`src/rtl/cache_mem_bridge.sv`:
```
// Bridges the cache's req/gnt/rvalid memory port onto a 1-cycle-latency single-port SRAM,
// with a programmable number of wait states so every access takes exactly 3+W cycles.
//
// state  | meaning
// IDLE   | ready; grant a pending request and latch it
// ACCESS | drive the SRAM cycle (suppressed for out-of-window addresses)
// LATCH  | capture SRAM read data and error flag
// WAIT   | count down the wait states sampled at grant
// RESP   | one-cycle rvalid with latched data/error
module cache_mem_bridge #(
    parameter int unsigned RAM_AW   = 16,
    parameter logic [31:0] MEM_BASE = 32'h0010_0000,
    parameter int unsigned WAIT_W   = 4
) (
    input  logic              clk,
    input  logic              reset,
    input  logic [31:0]       req_addr_i,
    input  logic [31:0]       req_wdata_i,
    input  logic              req_we_i,
    input  logic              req_req_i,
    input  logic [3:0]        req_be_i,
    output logic              req_gnt_o,
    output logic              req_rvalid_o,
    output logic [31:0]       req_rdata_o,
    output logic              req_error_o,
    output logic              ram_en_o,
    output logic              ram_we_o,
    output logic [3:0]        ram_be_o,
    output logic [RAM_AW-1:0] ram_addr_o,
    output logic [31:0]       ram_wdata_o,
    input  logic [31:0]       ram_rdata_i,
    input  logic [WAIT_W-1:0] wait_cycles_i,
    output logic [31:0]       req_count_o
);

    typedef enum logic [2:0] {S_IDLE, S_ACCESS, S_LATCH, S_WAIT, S_RESP} state_t;

    // Upper bound kept at 33 bits so a window ending at 4 GiB cannot wrap.
    localparam logic [32:0] MEM_END = {1'b0, MEM_BASE} + (33'd4 << RAM_AW);

    state_t              state_q, state_d;
    logic [RAM_AW-1:0]   addr_q, addr_d;
    logic                we_q, we_d;
    logic [31:0]         wdata_q, wdata_d;
    logic [3:0]          be_q, be_d;
    logic [WAIT_W-1:0]   wait_q, wait_d;
    logic                err_q, err_d;
    logic [31:0]         rdata_q, rdata_d;
    logic                error_q, error_d;
    logic [31:0]         count_q, count_d;

    always_ff @(posedge clk) begin
        if (reset) begin
            state_q <= S_IDLE;
            addr_q  <= '0;
            we_q    <= 1'b0;
            wdata_q <= '0;
            be_q    <= '0;
            wait_q  <= '0;
            err_q   <= 1'b0;
            rdata_q <= '0;
            error_q <= 1'b0;
            count_q <= '0;
        end else begin
            state_q <= state_d;
            addr_q  <= addr_d;
            we_q    <= we_d;
            wdata_q <= wdata_d;
            be_q    <= be_d;
            wait_q  <= wait_d;
            err_q   <= err_d;
            rdata_q <= rdata_d;
            error_q <= error_d;
            count_q <= count_d;
        end
    end

    always_comb begin
        state_d      = state_q;
        addr_d       = addr_q;
        we_d         = we_q;
        wdata_d      = wdata_q;
        be_d         = be_q;
        wait_d       = wait_q;
        err_d        = err_q;
        rdata_d      = rdata_q;
        error_d      = error_q;
        count_d      = count_q;
        req_gnt_o    = 1'b0;
        req_rvalid_o = 1'b0;
        req_rdata_o  = '0;
        req_error_o  = 1'b0;
        ram_en_o     = 1'b0;
        ram_we_o     = 1'b0;
        ram_be_o     = '0;

        case (state_q)
            S_IDLE: begin
                req_gnt_o = req_req_i && !reset;
                if (req_req_i) begin
                    // Base is window-aligned, so (addr - base) >> 2 is just the low address bits.
                    addr_d  = req_addr_i[RAM_AW+1:2];
                    we_d    = req_we_i;
                    wdata_d = req_wdata_i;
                    be_d    = req_be_i;
                    wait_d  = wait_cycles_i;
                    err_d   = (req_addr_i < MEM_BASE) || ({1'b0, req_addr_i} >= MEM_END);
                    count_d = count_q + 32'd1;
                    state_d = S_ACCESS;
                end
            end
            S_ACCESS: begin
                ram_en_o = !err_q && !reset;
                ram_we_o = we_q && !err_q && !reset;
                ram_be_o = we_q ? be_q : 4'hF;
                state_d  = S_LATCH;
            end
            S_LATCH: begin
                rdata_d = (!we_q && !err_q) ? ram_rdata_i : 32'h0;
                error_d = err_q;
                state_d = (wait_q != '0) ? S_WAIT : S_RESP;
            end
            S_WAIT: begin
                wait_d = wait_q - 1'b1;
                if (wait_q == WAIT_W'(1)) begin
                    state_d = S_RESP;
                end
            end
            S_RESP: begin
                req_rvalid_o = !reset;
                req_rdata_o  = reset ? 32'h0 : rdata_q;
                req_error_o  = error_q && !reset;
                state_d      = S_IDLE;
            end
            default: state_d = S_IDLE;
        endcase
    end

    assign ram_addr_o  = addr_q;
    assign ram_wdata_o = wdata_q;
    assign req_count_o = count_q;

endmodule
```
`config.mk`:
```
export PLATFORM = sky130hd
export DESIGN_NAME = cache_mem_bridge
export DESIGN_NICKNAME = d
export VERILOG_FILES = /design/src/rtl/cache_mem_bridge.sv
export SDC_FILE = /design/constraint.sdc
export NUM_CORES = 1
export LEC_CHECK = 0
export ABC_AREA = 0
export BUFFER_PORTS_ARGS = -buffer_cell sky130_fd_sc_hd__buf_2
export CAP_MARGIN = 20
export CORE_MARGIN = 1
export CORE_UTILIZATION = 43
export DETAILED_ROUTE_END_ITERATION = 7
export PLACE_DENSITY_LB_ADDON = 0.12
export SYNTH_ARGS = -nofsm -noshare
export SYNTH_HDL_FRONTEND = slang
export SYNTH_SLANG_ARGS = --single-unit
```
`constraint.sdc`:
```
create_clock -name clk -period 2.3 [get_ports clk]
set_input_delay 0.115 -clock clk [delete_from_list [all_inputs] [get_ports clk]]
set_output_delay 0.115 -clock clk [all_outputs]
set_load 0.005 [all_outputs]
```
==> results of run 1 <==
[worst min-delay path: cells and delay by family]
family	cells	cell delay, ns
buffers and inverters	1	0.11
AOI/OAI and AO/OA	2	0.22
[cells by family after synthesis]
family                     count (synthesis)
and+or+nand+nor                          323
AOI/OAI and AO/OA                        142
xor gates and xnor gates                  10
adders and majority gates                  4
buffers and inverters                     60
DFF                                      126
muxes                                      3
[report_power, final]
| part | switching (uW) | internal (uW) | total (uW) |
|---|---|---|---|
| sequential | 80.7 | 2330 | 2410 |
| clock | 1000 | 1950 | 2950 |
| combinational | 508 | 415 | 924 |
| total | 1590 | 4690 | 6290 |
[cells in the final DEF, fill, tap and decap left out, types with 5 or more instances in the layout]
cell type	netlist	layout
dfxtp_1	126	126
and2_1	35	35
buf_2	0	225
buf_4	0	17
bufinv_16	0	5
nor4_1	7	7
nand4_1	9	9
or3_1	6	6
inv_1	10	10
xor2_1	6	6
clkbuf_16	0	17
nand2_1	161	161
o21ai_0	8	8
o31ai_1	13	13
nor2_1	21	20
or4_1	14	14
a21oi_1	115	115
dlygate4sd3_1	0	88
nand3_1	47	47
[per-layer routing]
metal | up-vias | share of wire [%] | GRT usage, %
met4 | 0 | 2.7 | 12.3
met1 | 2694 | 41 | 29.6
met2 | 235 | 49 | 45.6
met5 | - | 0 | 0
li1 | 2891 | - | -
met3 | 42 | 6.4 | 7.61
[timing repair]
item,4_1_cts,5_1_grt
endpoints found under the setup margin,0,0
hold buffers,88,0
endpoints found under the hold margin,88,0
[registers in the layout, indices dropped and copies added, names as in the netlist]
register	flops
be_q	4
err_q	1
error_q	1
ram_addr_o	16
ram_wdata_o	32
rdata_q	32
req_count_o	32
state_q	3
wait_q	4
we_q	1
[final cells by class]
type                       count  area, um2  area share (%)
inverter                      10       37.5           0.465
sequential                   126       2520            31.2
tap                          143        179            2.22
multi-input combinational    482       2500            31.0
clock inverter                14        216            2.68
clock buffer                  18        439            5.44
timing repair buffer         332       2170            26.9
[stage by stage]
step	power, uW	instances
2_1_floorplan	2910	668
3_3_place_gp	3220	1005
3_5_place_dp	3240	1005
4_1_cts	6310	1125
5_1_grt	6540	1125
6_report	6290	1125
[how the worst max path moves through the flow]
stage                            to        from
floorplan           req_count_o[31]  state_q[2]
global placement    req_count_o[31]  state_q[2]
detailed placement  req_count_o[31]  state_q[2]
CTS                 req_count_o[31]  state_q[2]
global route        req_count_o[17]  state_q[2]
finish              req_count_o[31]  state_q[2]
==> flow_metrics.py, run 1 <==
metrics = {
    "routing": {
        "drtIter0Drc": 475,
        "drc": 0,
        "vias": 5862,
        "via_per_inst": 5.21,
        "drtPass1Iterations": 5,
        "wl_per_cell_um": 14.5,
        "wirelength_um": 16300,
        "postRouteAntennaNets": 0,
    },
    "setup_path": {
        "critPathBufInv": 0,
        "r2r_setup_slack_ns": 0.13,
        "crit_type": "register to register",
        "slowest_stage": "or4_4",
        "r2r_cells": 4,
        "reg2reg_from": "state_q[2]",
        "cp-start-kind": "register",
        "cp_num_cells": 4,
        "critical-path-top-delay-family": "simple AND/OR/NAND/NOR gates",
        "regToRegEndpoint": "req_count_o[31]",
        "cp_max_fo": 6,
        "critical_path.endpoint_type": "register",
        "crit_arrival_ns": 2.47,
        "worstPathCellList": "or4b_4 > or4_4 > nor4_1 > mux2_2",
        "cp_data_required_time_ns": 2.60,
        "critical_path.max_stage_delay_ns": 0.60,
    },
    "sta": {
        "setup_violations": 0,
        "fmax_ghz": 0.462,
        "worst_pin_slew_ns": 0.499,
        "max_slew_margin_pct": 66.4,
        "min_period_ns": 2.17,
        "setup_ws_ns": 0.134,
        "skew_ns": 0.00870,
        "final.period_utilization_pct": 94.2,
        "tns_ns": 0,
        "hold_viol_final": 0,
        "slew_viol_final": 0,
        "rsz0062_at_grt": "false",
        "whs_ns": 0.0759,
    },
    "clock_tree": {
        "clock_sinks": 126,
        "htree_levels": 4,
        "root_buffer": "clkbuf_16",
        "cts_tree": "built",
        "clk_latency_ns": 0.42,
        "post_cts_buffers": 0,
        "clk_pin_slew_worst_paths_ns": 0.06,
        "cts_resized": 0,
        "numCtsBuffers": 17,
        "clockBufferDepth": 2,
    },
    "floorplanning": {
        "start_util_pct": 45.0,
        "rows": 39,
        "die_w_um": 112,
        "die-area_um2": 12600,
        "ios": 229,
        "core_area_um2": 11700,
        "dieHeight_um": 112,
    },
    "yosys": {
        "synth_area_um2": 5240,
        "synthesis.instances": 668,
        "synth_mux_area_share_pct": 0.620,
        "synth-seq-cells": 126,
        "synth.area.top_cells": "dfxtp_1 (48%), nand2_1 (12%), a21oi_1 (11%)",
        "ys.flop_type": "dfxtp_1",
        "synth_top_family_by_area": "simple AND/OR/NAND/NOR gates",
        "async_reset_ff_share_pct": 0,
        "syn_nets": 780,
        "synth-simple-area-share_pct": 29.8,
        "synth_xor_area_share_pct": 1.67,
        "synth_cell_types": 37,
        "yosysMostFrequentCell": "nand2_1",
        "synth_top_area_share_pct": 48.1,
        "synth_edf_count": 0,
        "synth-compound-area-share_pct": 14.4,
        "synth.largest_area_cell": "dfxtp_1",
        "synthTopCellsByCount": "nand2_1 (161), dfxtp_1 (126), a21oi_1 (115), nand3_1 (47), clkbuf_1 (46)",
        "synth.yosys.seq_area_share_pct": 48.1,
        "synth_fa_ha_area_share_pct": 0.954,
        "yosys_warnings": 0,
        "avgSynthCellArea_um2": 7.85,
    },
    "hold_path": {
        "holdPathStages": 3,
        "hp-start": "req_req_i",
        "whs_endpoint": "state_q[0]",
        "min_path_type": "input pin to register",
    },
    "flow_run": {
        "drv_cap": 0,
    },
    "power": {
        "p_per_area_nw_per_um2": 779,
        "power.leakage_uw": 0.00353,
        "irDropWorstVdd_uv": 598,
    },
    "cells_and_area": {
        "fin_area_um2": 8070,
        "area_growth_syn_to_layout_pct": 53.9,
        "nFillCells": 938,
        "diodes": 0,
        "fin_nets": 1081,
        "drive_gt1_share_pct": 29.0,
        "fin_util_pct": 69.2,
    },
    "placement": {
        "place.gp.congestion": 0.791,
        "dpl_cell_area_um2": 6540,
        "dp_hpwl_um": 9860,
        "port_buffers": 226,
        "pre_cts_ws_ns": 0.140,
    },
    "grt": {
        "grt_start_max_net_pins": 95,
        "grt_pass1_wl_um": 26500,
        "first_global_vias": 5708,
        "antenna_found_initial": 0,
        "grt.overflow.total": 0,
        "grtUsageTotal_pct": 26.2,
    },
    "run_status": {
        "run_status": "complete, no violations",
    },
}
Power figures use the tool's default switching activity.
==> inputs of run 2 (changes only) <==
RECOVER_POWER = 50   (was unset)
==> flow_metrics.py, run 2 (synthesis gave the netlist of run 1 again) <==
metrics = {
    "clock_tree": {
        "numCtsBuffers": 17,
        "clock_sinks": 126,
        "cts_hold_buf": 88,
        "clk_pin_slew_worst_paths_ns": 0.06,
        "htree_levels": 4,
        "cts_tree": "built",
        "post_cts_buffers": 0,
        "clockBufferDepth": 2,
        "clk_latency_ns": 0.42,
        "cts_resized": 0,
        "root_buffer": "clkbuf_16",
    },
    "placement": {
        "place.gp.congestion": 0.791,
        "dpl_cell_area_um2": 6540,
        "dp_hpwl_um": 9860,
        "port_buffers": 226,
        "pre_cts_ws_ns": 0.140,
    },
    "floorplanning": {
        "core_area_um2": 11700,
        "die_w_um": 112,
        "die-area_um2": 12600,
        "rows": 39,
        "ios": 229,
        "start_util_pct": 45.0,
        "dieHeight_um": 112,
    },
    "sta": {
        "hold_viol_final": 0,
        "max_slew_margin_pct": 54.4,
        "slew_viol_final": 0,
        "fmax_ghz": 0.463,
        "worst_pin_slew_ns": 0.684,
        "setup_violations": 0,
        "skew_ns": 0.00685,
        "setup_ws_ns": 0.139,
        "final.period_utilization_pct": 94.0,
        "tns_ns": 0,
        "min_period_ns": 2.16,
        "rsz0062_at_grt": "false",
    },
    "setup_path": {
        "r2r_setup_slack_ns": 0.14,
        "critical_path.endpoint_type": "register",
        "r2r_cells": 4,
        "slowest_stage": "or4_4",
        "crit_type": "register to register",
        "crit_arrival_ns": 2.46,
        "regToRegEndpoint": "req_count_o[31]",
        "cp_data_required_time_ns": 2.60,
        "reg2reg_from": "state_q[2]",
        "worstPathCellList": "or4b_4 > or4_4 > nor4_1 > mux2_2",
        "critical_path.max_stage_delay_ns": 0.60,
        "cp_max_fo": 6,
        "cp-start-kind": "register",
    },
    "power": {
        "seq_power_share_pct": 38.6,
        "pwr-share-clk_pct": 47.2,
        "p_per_area_nw_per_um2": 785,
        "intPower_uw": 4670,
        "power.switching_uw": 1590,
        "swShare_pct": 25.4,
        "irDropWorstVdd_uv": 584,
        "p_comb_share_pct": 14.3,
        "power.leakage_uw": 0.00329,
    },
    "cells_and_area": {
        "multiInputGateArea_um2": 2500,
        "diodes": 0,
        "fin_area_um2": 7970,
        "drive_gt1_share_pct": 23.3,
        "regArea_um2": 2520,
        "nFillCells": 971,
        "final_cell_mix": "buf_2 (175), nand2_1 (161), dfxtp_1 (126)",
        "mostFrequentLayoutCell": "buf_2",
        "area_growth_syn_to_layout_pct": 52.0,
        "fin_nets": 1081,
    },
    "hold_path": {
        "hp-start": "req_req_i",
        "holdPathStages": 3,
        "whs_endpoint": "state_q[0]",
        "min_path_type": "input pin to register",
    },
    "routing": {
        "drtIter0Drc": 423,
        "wirelength_um": 16300,
        "postRouteAntennaNets": 0,
        "drc": 0,
        "via_per_inst": 5.23,
        "wl_per_cell_um": 14.5,
        "drtPass1Iterations": 5,
        "vias": 5884,
    },
    "grt": {
        "grtUsageTotal_pct": 26.2,
        "antenna_found_initial": 0,
        "grt_start_max_net_pins": 95,
        "grt.overflow.total": 0,
        "grt_pass1_wl_um": 26500,
        "first_global_vias": 5708,
    },
    "run_status": {
        "run_status": "complete, no violations",
    },
    "flow_run": {
        "drv_cap": 0,
    },
}
[run 2: cell types whose count changed in the layout (fill, tap and decap cells not counted), sizes merged]
cell    delta
clkbuf    +57
buf       -57
[run 2: worst max-delay path, delay by kind of cell, from the launching register on]
family	cells	cell delay [ns]
flip-flops	1	0.31
multiplexers	1	0.37
AND/OR/NAND/NOR	3	1.38
[run 2: area by class of cell]
type / instances / share of cell area (%)
clock buffer: 18 / 5.51
clock inverter: 14 / 2.72
inverter: 10 / 0.471
multi-input combinational: 482 / 31.3
sequential: 126 / 31.6
tap: 143 / 2.24
timing repair buffer: 332 / 26.1
[run 2: worst max-delay path by stage]
stage                     from              end  slack [ns]
finish              state_q[2]  req_count_o[31]        0.14
global placement    state_q[2]  req_count_o[31]        0.18
CTS                 state_q[2]  req_count_o[31]        0.13
floorplan           state_q[2]  req_count_o[31]        0.07
global route        state_q[2]  req_count_o[17]        0.04
detailed placement  state_q[2]  req_count_o[31]        0.14
[run 2: power groups by stage]
stage / combinational (uW) / sequential [uW] / clock (uW)
finish: 894 / 2410 / 2950
floorplan: 453 / 2460 / 0
CTS: 910 / 2410 / 2990
detailed placement: 791 / 2450 / 0
global route: 993 / 2430 / 3080
global placement: 776 / 2450 / 0
[run 2: layer usage]
layer | routed length, um | vias to the layer above | share of wire, % | global-route usage, %
met1 | 6680 | 2689 | 41 | 29.6
met2 | 8050 | 260 | 49 | 45.6
li1 | - | 2892 | - | -
met4 | 449 | 0 | 2.7 | 12.3
met3 | 1150 | 43 | 7.1 | 7.61
met5 | 0 | - | 0 | 0
[run 2: through the flow]
| step | power [uW] | hold WS (ns) | cells | util (%) |
|---|---|---|---|---|
| 3_3_place_gp | 3220 | 0.356 | 1005 | 56.0 |
| 6_report | 6260 | 0.0777 | 1125 | 68.3 |
| 2_1_floorplan | 2910 | 0.251 | 668 | - |
| 3_5_place_dp | 3240 | 0.361 | 1005 | 56.0 |
| 5_1_grt | 6510 | 0.0981 | 1125 | 68.3 |
| 4_1_cts | 6310 | 0.0669 | 1125 | 69.2 |
==> inputs of run 3 (changes only) <==
MAX_ROUTING_LAYER = met4   (was unset)
==> flow_metrics.py, run 3 (synthesis gave the netlist of run 1 again) <==
metrics = {
    "cells_and_area": {
        "nFillCells": 971,
        "fin_nets": 1081,
        "diodes": 0,
        "drive_gt1_share_pct": 23.3,
        "final_cell_mix": "buf_2 (175), nand2_1 (161), dfxtp_1 (126)",
        "instances_no_fill": 1125,
        "mostFrequentLayoutCell": "buf_2",
        "area_growth_syn_to_layout_pct": 52.0,
    },
    "hold_path": {
        "holdPathStages": 3,
        "hp-start": "req_req_i",
        "whs_endpoint": "state_q[0]",
        "min_path_type": "input pin to register",
    },
    "grt": {
        "antenna_found_initial": 0,
        "first_global_vias": 5705,
        "grtUsageTotal_pct": 27.0,
        "grt.overflow.total": 0,
        "grt_start_max_net_pins": 95,
        "grt_pass1_wl_um": 26500,
    },
    "routing": {
        "vias": 5872,
        "via_per_inst": 5.22,
        "wl_per_cell_um": 14.5,
        "postRouteAntennaNets": 0,
        "drtIter0Drc": 446,
        "drc": 0,
        "drtPass1Iterations": 5,
        "wirelength_um": 16300,
    },
    "setup_path": {
        "cp-start-kind": "register",
        "cp_max_fo": 6,
        "regToRegEndpoint": "req_count_o[31]",
        "cp_data_required_time_ns": 2.60,
        "critPathBufInv": 0,
        "critical-path-top-delay-family": "simple AND/OR/NAND/NOR gates",
        "reg2reg_from": "state_q[2]",
        "worstPathCellList": "or4b_4 > or4_4 > nor4_1 > mux2_2",
        "r2r_cells": 4,
        "r2r_setup_slack_ns": 0.14,
        "cp-startpoint": "state_q[2]",
        "crit_arrival_ns": 2.46,
        "crit_type": "register to register",
        "critical_path.max_stage_delay_ns": 0.60,
        "slowest_stage": "or4_4",
        "critical_path.endpoint_type": "register",
    },
    "sta": {
        "fmax_ghz": 0.463,
        "setup_violations": 0,
        "min_period_ns": 2.16,
        "rsz0062_at_grt": "false",
        "max_slew_margin_pct": 55.0,
        "worst_pin_slew_ns": 0.675,
        "final.period_utilization_pct": 93.9,
        "slew_viol_final": 0,
        "skew_ns": 0.00493,
        "tns_ns": 0,
        "hold_viol_final": 0,
    },
    "placement": {
        "place.gp.congestion": 0.803,
        "port_buffers": 226,
        "dp_hpwl_um": 9860,
        "placed_cells": 1005,
    },
    "floorplanning": {
        "start_util_pct": 45.0,
        "die-area_um2": 12600,
        "die_w_um": 112,
        "dieHeight_um": 112,
        "rows": 39,
        "ios": 229,
        "core_area_um2": 11700,
    },
    "power": {
        "p_per_area_nw_per_um2": 785,
        "irDropWorstVdd_uv": 590,
        "power.leakage_uw": 0.00329,
    },
    "clock_tree": {
        "htree_levels": 4,
        "clock_sinks": 126,
        "clockBufferDepth": 2,
        "numCtsBuffers": 17,
        "clk_latency_ns": 0.41,
        "root_buffer": "clkbuf_16",
        "clk_pin_slew_worst_paths_ns": 0.06,
        "cts_tree": "built",
    },
    "flow_run": {
        "drv_cap": 0,
    },
    "run_status": {
        "run_status": "complete, no violations",
    },
}
==> run 3: cell counts in the layout (fill, tap and decap cells not counted) <==
No cell type changed its count.
==> run 3: how the worst max path moves through the flow <==
stage	to	slack, ns	cells after the start
final	req_count_o[31]	0.14	4
after floorplan	req_count_o[31]	0.07	5
after detailed placement	req_count_o[31]	0.14	4
after global placement	req_count_o[31]	0.18	4
after CTS	req_count_o[31]	0.13	4
after global routing	req_count_o[17]	0.04	4
==> run 3: final cells by class <==
cell class / instances / area (um2) / share of cell area [%]
flip-flops and latches: 126 / 2520 / 31.6
multi-input cells: 482 / 2500 / 31.3
repair buffers: 332 / 2080 / 26.1
clock buffers: 18 / 439 / 5.51
clock inverters: 14 / 216 / 2.72
well taps: 143 / 179 / 2.24
inverters: 10 / 37.5 / 0.471
==> run 3: worst reg2reg max path, cell delays in order, from the launching register on <==
cell and delay [ns]:
dfxtp_1 0.31, or4b_4 0.57, or4_4 0.60, nor4_1 0.21
mux2_2 0.37
==> run 3: what timing repair did <==
action	4_1_cts	5_1_grt
resized for setup	0	0
hold buffers	88	0
setup buffers	0	0
endpoints found under the hold margin	88	0
==> run 3: report_power, final <==
group | total [uW] | switching, uW | leakage, uW | internal, uW
logic | 892 | 504 | 0.00195 | 388
registers | 2410 | 82.3 | 0.00103 | 2330
clock network | 2950 | 1000 | 0.000308 | 1950
total | 6250 | 1590 | 0.00329 | 4670
==> run 3: stage by stage <==
| stage | power, uW | cell area [um2] | setup slack [ns] | hold WS [ns] | utilization (%) |
|---|---|---|---|---|---|
| after CTS | 6310 | 8070 | 0.128 | 0.0669 | 69.2 |
| after detailed placement | 3240 | 6540 | 0.140 | 0.361 | 56.0 |
| final | 6250 | 7970 | 0.140 | 0.0810 | 68.3 |
| after global routing | 6510 | 7970 | 0.0358 | 0.0986 | 68.3 |
| after global placement | 3220 | 6540 | 0.175 | 0.356 | 56.0 |
| after floorplan | 2910 | 5240 | 0.0735 | 0.251 | - |
==> run 3: per-layer routing <==
layer | share of wire, % | vias to the layer above | GRT usage (%)
met1 | 42 | 2699 | 30.1
met3 | 6.0 | 39 | 6.64
met2 | 49 | 241 | 45.6
met5 | 0 | - | -
li1 | - | 2893 | -
met4 | 2.7 | 0 | 12.3
